$ cat src/rtl/gp_shreg_pkg.sv
// Shared helpers for the tapped shift register: tap-width sizing and the
// elaboration-time depth ceiling.
package gp_shreg_pkg;

    localparam int MAX_DEPTH = 256;

    // $clog2(2) is 1 but $clog2(1) is 0; never return a zero-width select
    function automatic int clog2_min1(input int n);
        int r;
        r = $clog2(n);
        return (r < 1) ? 1 : r;
    endfunction

endpackage

$ cat src/rtl/gp_shreg_tap_mux.sv
// One output tap: stage select, out-of-range guard, optional inversion and
// valid flag derived from the registered fill count.
module gp_shreg_tap_mux
    import gp_shreg_pkg::*;
#(
    parameter int WIDTH  = 1,
    parameter int DEPTH  = 16,
    parameter bit INVERT = 1'b0,
    parameter int TW     = clog2_min1(DEPTH),
    parameter int FW     = $clog2(DEPTH + 1)
) (
    input  logic [DEPTH*WIDTH-1:0] stages,
    input  logic [TW-1:0]          tap,
    input  logic [FW-1:0]          fill,
    output logic [WIDTH-1:0]       out,
    output logic                   valid
);

    localparam logic [WIDTH-1:0] INV_MASK = {WIDTH{INVERT}};

    logic [WIDTH-1:0] stage_arr [DEPTH];

    generate
        for (genvar gi = 0; gi < DEPTH; gi++) begin : g_unpack
            assign stage_arr[gi] = stages[gi*WIDTH +: WIDTH];
        end
    endgenerate

    // Taps past the last stage read as zero, uninverted and never valid
    always_comb begin
        out   = '0;
        valid = 1'b0;
        if (int'(tap) < DEPTH) begin
            out   = stage_arr[tap] ^ INV_MASK;
            valid = int'(tap) < int'(fill);
        end
    end

endmodule

$ cat src/rtl/gp_tap_shreg.sv
// WIDTH x DEPTH shift register with two runtime-selectable taps, parallel
// load/readback and a saturating fill counter.
module gp_tap_shreg
    import gp_shreg_pkg::*;
#(
    parameter int               WIDTH       = 1,
    parameter int               DEPTH       = 16,
    parameter bit               OUTA_INVERT = 1'b0,
    parameter bit               OUTB_INVERT = 1'b0,
    parameter logic [WIDTH-1:0] RESET_VAL   = '0,
    localparam int              TW          = clog2_min1(DEPTH),
    localparam int              FW          = $clog2(DEPTH + 1)
) (
    input  logic                   clk,
    input  logic                   rst,
    input  logic                   en,
    input  logic [WIDTH-1:0]       sin,
    input  logic                   load,
    input  logic [DEPTH*WIDTH-1:0] pdata,
    input  logic [TW-1:0]          tap_a,
    input  logic [TW-1:0]          tap_b,
    output logic [WIDTH-1:0]       outa,
    output logic [WIDTH-1:0]       outb,
    output logic                   outa_valid,
    output logic                   outb_valid,
    output logic [DEPTH*WIDTH-1:0] pout,
    output logic [FW-1:0]          fill
);

    generate
        if (DEPTH < 2 || DEPTH > MAX_DEPTH) begin : g_bad_depth
            $error("gp_tap_shreg: DEPTH must be in 2..256");
        end
    endgenerate

    localparam logic [FW-1:0] FILL_MAX = FW'(DEPTH);

    logic [WIDTH-1:0] stage_reg [DEPTH];
    logic [WIDTH-1:0] shift_src [DEPTH];
    logic [FW-1:0]    fill_reg;
    logic [FW-1:0]    fill_next;

    // Each stage: reset > parallel load > shift from its upstream neighbour
    generate
        for (genvar gi = 0; gi < DEPTH; gi++) begin : g_stage
            if (gi == 0) begin : g_head
                assign shift_src[gi] = sin;
            end else begin : g_body
                assign shift_src[gi] = stage_reg[gi-1];
            end

            always_ff @(posedge clk) begin
                if (rst) begin
                    stage_reg[gi] <= RESET_VAL;
                end else if (load) begin
                    stage_reg[gi] <= pdata[gi*WIDTH +: WIDTH];
                end else if (en) begin
                    stage_reg[gi] <= shift_src[gi];
                end
            end

            assign pout[gi*WIDTH +: WIDTH] = stage_reg[gi];
        end
    endgenerate

    always_comb begin
        fill_next = fill_reg;
        if (load) begin
            fill_next = FILL_MAX;
        end else if (en && (fill_reg != FILL_MAX)) begin
            fill_next = fill_reg + FW'(1);
        end
    end

    always_ff @(posedge clk) begin
        if (rst) begin
            fill_reg <= '0;
        end else begin
            fill_reg <= fill_next;
        end
    end

    assign fill = fill_reg;

    gp_shreg_tap_mux #(
        .WIDTH  (WIDTH),
        .DEPTH  (DEPTH),
        .INVERT (OUTA_INVERT),
        .TW     (TW),
        .FW     (FW)
    ) u_tap_a (
        .stages (pout),
        .tap    (tap_a),
        .fill   (fill_reg),
        .out    (outa),
        .valid  (outa_valid)
    );

    gp_shreg_tap_mux #(
        .WIDTH  (WIDTH),
        .DEPTH  (DEPTH),
        .INVERT (OUTB_INVERT),
        .TW     (TW),
        .FW     (FW)
    ) u_tap_b (
        .stages (pout),
        .tap    (tap_b),
        .fill   (fill_reg),
        .out    (outb),
        .valid  (outb_valid)
    );

endmodule

$ cat config.mk
export PLATFORM = sky130hd
export DESIGN_NAME = gp_tap_shreg
export DESIGN_NICKNAME = d
export VERILOG_FILES = /design/src/rtl/gp_shreg_pkg.sv /design/src/rtl/gp_shreg_tap_mux.sv /design/src/rtl/gp_tap_shreg.sv
export SDC_FILE = /design/constraint.sdc
export NUM_CORES = 1
export LEC_CHECK = 0
export ABC_CLOCK_PERIOD_IN_PS = 2100
export BUFFER_PORTS_ARGS = -buffer_cell sky130_fd_sc_hd__buf_4
export CORE_MARGIN = 3
export CORE_UTILIZATION = 49
export CTS_CLUSTER_DIAMETER = 60
export DETAILED_ROUTE_END_ITERATION = 16
export PLACE_DENSITY = 0.88
export SETUP_SLACK_MARGIN = 0.1
export SYNTH_ARGS = -nofsm -noshare
export SYNTH_HDL_FRONTEND = slang
export SYNTH_HIERARCHICAL = 1
export SYNTH_SLANG_ARGS = --single-unit
$ cat constraint.sdc
create_clock -name clk -period 2.1 [get_ports clk]
set_input_delay 0.42 -clock clk [delete_from_list [all_inputs] [get_ports clk]]
set_output_delay 0.42 -clock clk [all_outputs]
set_load 0.005 [all_outputs]
=== Word level (Yosys, flattened, before mapping) ===
Memories as Yosys holds them, arrays and structs flattened.
Cells that the tools add are included.

* Register bits after elaboration: 5
* Memory bits (writable): 16
* Bits of input ports: 29
* Output and inout bits: 25
* Logic and storage cells: 95
* Memories kept: 1

{| class="wikitable"
|+ Memories
! memory !! depth !! width !! read ports !! clocked after Yosys merged registers in !! write ports !! RTL line !! text
|-
| stage_reg || 16 || 1 || 16 || 0 || 16 || gp_tap_shreg.sv:38 || <nowiki>logic [WIDTH-1:0] stage_reg [DEPTH];</nowiki>
|}

* Add/sub/neg operators: 1
* Magnitude comparators: 4
* Equality and inequality tests: 1
* Mux-type cells: 49
* Bitwise logic cells: 34
* Reductions and logical operators: 3

{| class="wikitable"
|+ Operators with widths
! kind !! count
|-
| 1-bit two-way mux || 45
|-
| 1-bit bitwise OR || 32
|-
| 5-bit >= comparator, second input constant || 2
|-
| 4-bit by 5-bit < comparator with 1-bit output || 2
|-
| 5-bit two-way mux || 2
|-
| 4-bit inverter with 5-bit output || 2
|-
| 1-bit binary-select mux with 4-bit select || 2
|-
| 5-bit by 1-bit adder with 5-bit output, second input constant || 1
|-
| 5-bit inequality test, second input constant || 1
|-
| 2-bit nonzero test || 1
|-
| 2-bit OR reduction || 1
|-
| 1-bit logical AND || 1
|}

=== Logic depth before layout (Yosys ltp) ===
* Depth after elaboration: 5
* Gate-level depth with buffers: 5
* Depth with buffers taken out: 5

=== Hierarchy ===
The synthesis kept the hierarchy.

{| class="wikitable"
|+ By module, submodules not included
! module !! times used !! cells each !! area an instance (um^2) !! seq. area each (um^2)
|-
| gp_tap_shreg || 1 || 84 || 1,049.8 || 580.6
|-
| gp_shreg_tap_mux || 2 || 16 || 207.7 || 0.0
|}

=== Worst setup path after synthesis ===
OpenSTA, ideal clock, no wires.

* Kind: input to output
* From: input tap_a[0]
* To: output outa
* Arrival: 1.405 ns
* Required time: 1.680 ns
* Setup slack: 0.275 ns
* Stages on the path: 2
* Path buffers: 0
* Path through: mux4_1 -> mux4_2

* Word-level cells in the longest chain between the ends: 4

{| class="wikitable"
|+ Ends and longest elaborated chain
! element !! RTL line !! text
|-
| from (decl) || gp_tap_shreg.sv:20 || <nowiki>input logic [TW-1:0] tap_a,</nowiki>
|-
| 4-bit inverter with 5-bit output (not written as such) || gp_shreg_tap_mux.sv:34 || <nowiki>out = stage_arr[tap] ^ INV_MASK;</nowiki>
|-
| 1-bit binary-select mux with 4-bit select || gp_shreg_tap_mux.sv:34 ||
|-
| 1-bit two-way mux (not written as such) (2 in series) || gp_shreg_tap_mux.sv:34 ||
|-
| to (decl) || gp_tap_shreg.sv:22 || <nowiki>output logic [WIDTH-1:0] outa,</nowiki>
|}

Every way passes these cells. The select of a mux whose other input is x is not followed.

==> key figures <==
Outcome
  • Status: finished with violations
  • Violated checks: setup timing

Global route
  • Vias in the first global route: 1116
  • Initial antenna violation count: 0
  • All-Layer GR Usage: 20.6%
  • Pin count of the biggest net entering global routing: 17
  • Total congestion overflow: 0
  • First-pass GRT wire length: 5540 um

Timing
  • Period utilization: 111%
  • Headroom to the max-slew limit: 57.9%
  • Final slew viol count: 0
  • Hold Worst Slack: 0.310 ns
  • Final setup margin: -0.221 ns
  • Worst slew pin tran: 0.632 ns
  • Final min period: 2.32 ns
  • Setup-failing EPs final: 2
  • Clock Skew: 0.00654 ns
  • Final hold viol count: 0
  • Fmax: 431 MHz
  • Unrepaired setup endpoints after global routing: yes

Place
  • HPWL Detailed: 2780 um
  • Port Buffers: 53
  • Gpl congestion: 0.796
  • Dpl cell area: 1760 um^2

Pwr
  • Static leakage: 0.000847 uW
  • Pwr Total: 959 uW
  • Worst vdd ir: 0.000353 V
  • Power per Cell Area: 504 nW/um^2

Floorplan
  • Core Region: 2810 um^2
  • Horiz. Die Dim: 60.7 um
  • DIE HEIGHT: 60.7 um
  • Die Area: 3680 um^2
  • Starting Density: 52.2%
  • I/O pins: 54
  • FP Rows: 19

Critical path
  • Critical path type: flop to primary output
  • Cell mode on critical path: mux4_2
  • CP startpoint: stage_reg[0]
  • Crit path cell chain: mux4_2 -> mux4_2 -> buf_6
  • Max FO, Critical Path: 4
  • Worst Path Arrival: 1.90 ns
  • Worst r2r src: fill[0]
  • Peak per-stage delay on the critical path: 0.50 ns
  • Highest-delay cell along the critical path: edfxtp_1
  • CP required: 1.68 ns
  • Setup crit end kind: primary output
  • Worst Setup Start Kind: flop

Final layout
  • # diodes: 0
  • Seq. cell area: 589 um^2
  • Multi-input logic area: 723 um^2
  • Layout Nets: 202
  • # fillers: 201
  • Synthesis-to-finish area growth: 29.9%
  • Final instance area: 1900 um^2
  • Max reg flops: 16
  • Layout cells sized above 1: 51.8%

Route
  • DR iter-0 viols: 51
  • Final wirelength: 3720 um
  • DRC viols: 0
  • Wire per inst: 19.1 um
  • Post-DRT Antenna Nets: 0
  • DRT Pass-1 Iters: 6
  • Avg Vias per Cell: 5.94
  • Vias: 1159

Clock network
  • Worst skew pair latency: 0.30 ns
  • Num Clock Sinks: 21
  • Clock transition at path regs: 0.13 ns
  • TritonCTS clock tree: done
  • CTS Buffer Depth: 2
  • Hold buffers post-CTS: 0
  • Root Buffer: clkbuf_4
  • TritonCTS buffer count: 3
  • H-tree Lvls: 1

Yosys
  • Synth Instances: 116
  • FF+latch count, synth: 21
  • Avg Inst Size Synth: 12.6 um^2
  • Syn nets: 153
  • Sequential cell area fraction in the yosys report: 39.6%
  • Syn. warnings: 6
  • Distinct cell type count after synthesis: 27
  • Synth Cell Area: 1470 um^2

Hold path
  • Hold Crit Class: input pin to flop
  • Hold Crit Start: load

Flow run
  • Max Cap Violations: 0
power by group:
| group | switching, uW | internal, uW | leakage, uW |
|---|---|---|---|
| combinational | 92.5 | 163 | 0.000603 |
| sequential | 30.8 | 475 | 0.000225 |
| clock | 127 | 70.9 | 0.0000177 |
| total | 250 | 709 | 0.000847 |
cells in the mapped netlist:
| master | n | area, um^2 |
|---|---|---|
| a211oi_1 | 2 | 15.0 |
| a21o_1 | 2 | 15.0 |
| a21oi_1 | 1 | 5.00 |
| a22o_1 | 16 | 140 |
| and2_4 | 1 | 8.76 |
| buf_2 | 1 | 5.00 |
| buf_4 | 16 | 120 |
| buf_6 | 2 | 22.5 |
| dfxtp_1 | 5 | 100 |
| edfxtp_1 | 16 | 480 |
| ha_1 | 8 | 100 |
| inv_1 | 9 | 33.8 |
| mux2i_1 | 2 | 20.0 |
| mux4_1 | 8 | 210 |
| mux4_2 | 2 | 45.0 |
| nand2_1 | 6 | 22.5 |
| nand2b_1 | 2 | 12.5 |
| nand3_1 | 1 | 5.00 |
| nand3b_1 | 1 | 7.51 |
| nand4_1 | 2 | 12.5 |
| nand4bb_1 | 1 | 11.3 |
| nor2_1 | 2 | 7.51 |
| nor2_2 | 2 | 12.5 |
| nor3_1 | 1 | 5.00 |
| o21ai_0 | 1 | 5.00 |
| or3_1 | 4 | 25.0 |
| xor2_1 | 2 | 17.5 |
kinds of logic (layout without fill, tap and decap cells):
logic type | after synthesis | after routing | share of synthesized area (%)
AND/OR/NAND/NOR | 23 | 23 | 8.88
flip-flops | 21 | 21 | 39.6
buffers and inverters | 28 | 76 | 12.4
multiplexers | 12 | 12 | 18.8
adder cells (fa/ha/maj) | 8 | 8 | 6.83
AO/OA/AOI/OAI | 22 | 22 | 12.3
XOR/XNOR | 2 | 2 | 1.20
worst max-delay path, delay by kind of cell (launching register included):
kind | cells | cell delay [ns]
buf+inv | 1 | 0.13
flops | 1 | 0.50
mux | 2 | 0.96
stage by stage:
step | cells | utilization (%) | setup slack [ns] | setup TNS [ns]
after floorplan | 116 | - | 0.275 | 0
after global placement | 182 | 62.8 | -0.00501 | -0.00823
after detailed placement | 182 | 62.8 | -0.0418 | -0.0576
after CTS | 192 | 65.9 | -0.220 | -0.440
after global routing | 195 | 67.8 | -0.263 | -0.520
final | 195 | 67.8 | -0.221 | -0.438
layer usage:
metal  part of all wire, %  routed length, um  track usage [%]
met5                     0                  0                0
met4                  0.35                 13             4.95
met3                   5.6                209             2.98
met2                    52               1940             35.6
met1                    42               1550             27.5
cell usage in the layout, fill, tap and decap left out, drive strengths merged:
cell	synthesis	final
a22o	16	16
mux4	10	10
dfxtp	5	5
and2	1	1
nand4bb	1	1
xor2	2	2
clkbuf	0	3
nand2	6	6
ha	8	8
o21ai	1	1
buf	19	63
clkinv	0	1
mux2i	2	2
edfxtp	16	16
a211oi	2	2
nand3	1	1
nand4	2	2
nand2b	2	2
a21oi	1	1
nor3	1	1
nand3b	1	1
or3	4	4
a21o	2	2
inv	9	9
nor2	4	4
worst paths after layout:
check | end | slack (ns) | depth (start not counted)
worst max-delay path | outb | -0.22 | 3
worst min-delay path | fill[3] | 0.31 | 2
worst max register to register | fill[0] | 0.83 | 5
worst min register to register | fill[2] | 0.54 | 2
cell type report:
cell class / count / area share [%]
timing repair buffer: 63 / 25.6
clock buffer: 3 / 1.18
inverter: 9 / 1.91
clock inverter: 1 / 0.263
sequential: 21 / 31.0
multi-input combinational: 67 / 38.0
tap: 31 / 2.04
what timing repair did:
item / in CTS / in global routing
setup buffers: 6 / 3
resized for setup: 12 / 8
endpoints found under the setup margin: 4 / 4
pin swaps: 8 / 0
Note: power is estimated with default switching activity, not from simulation.
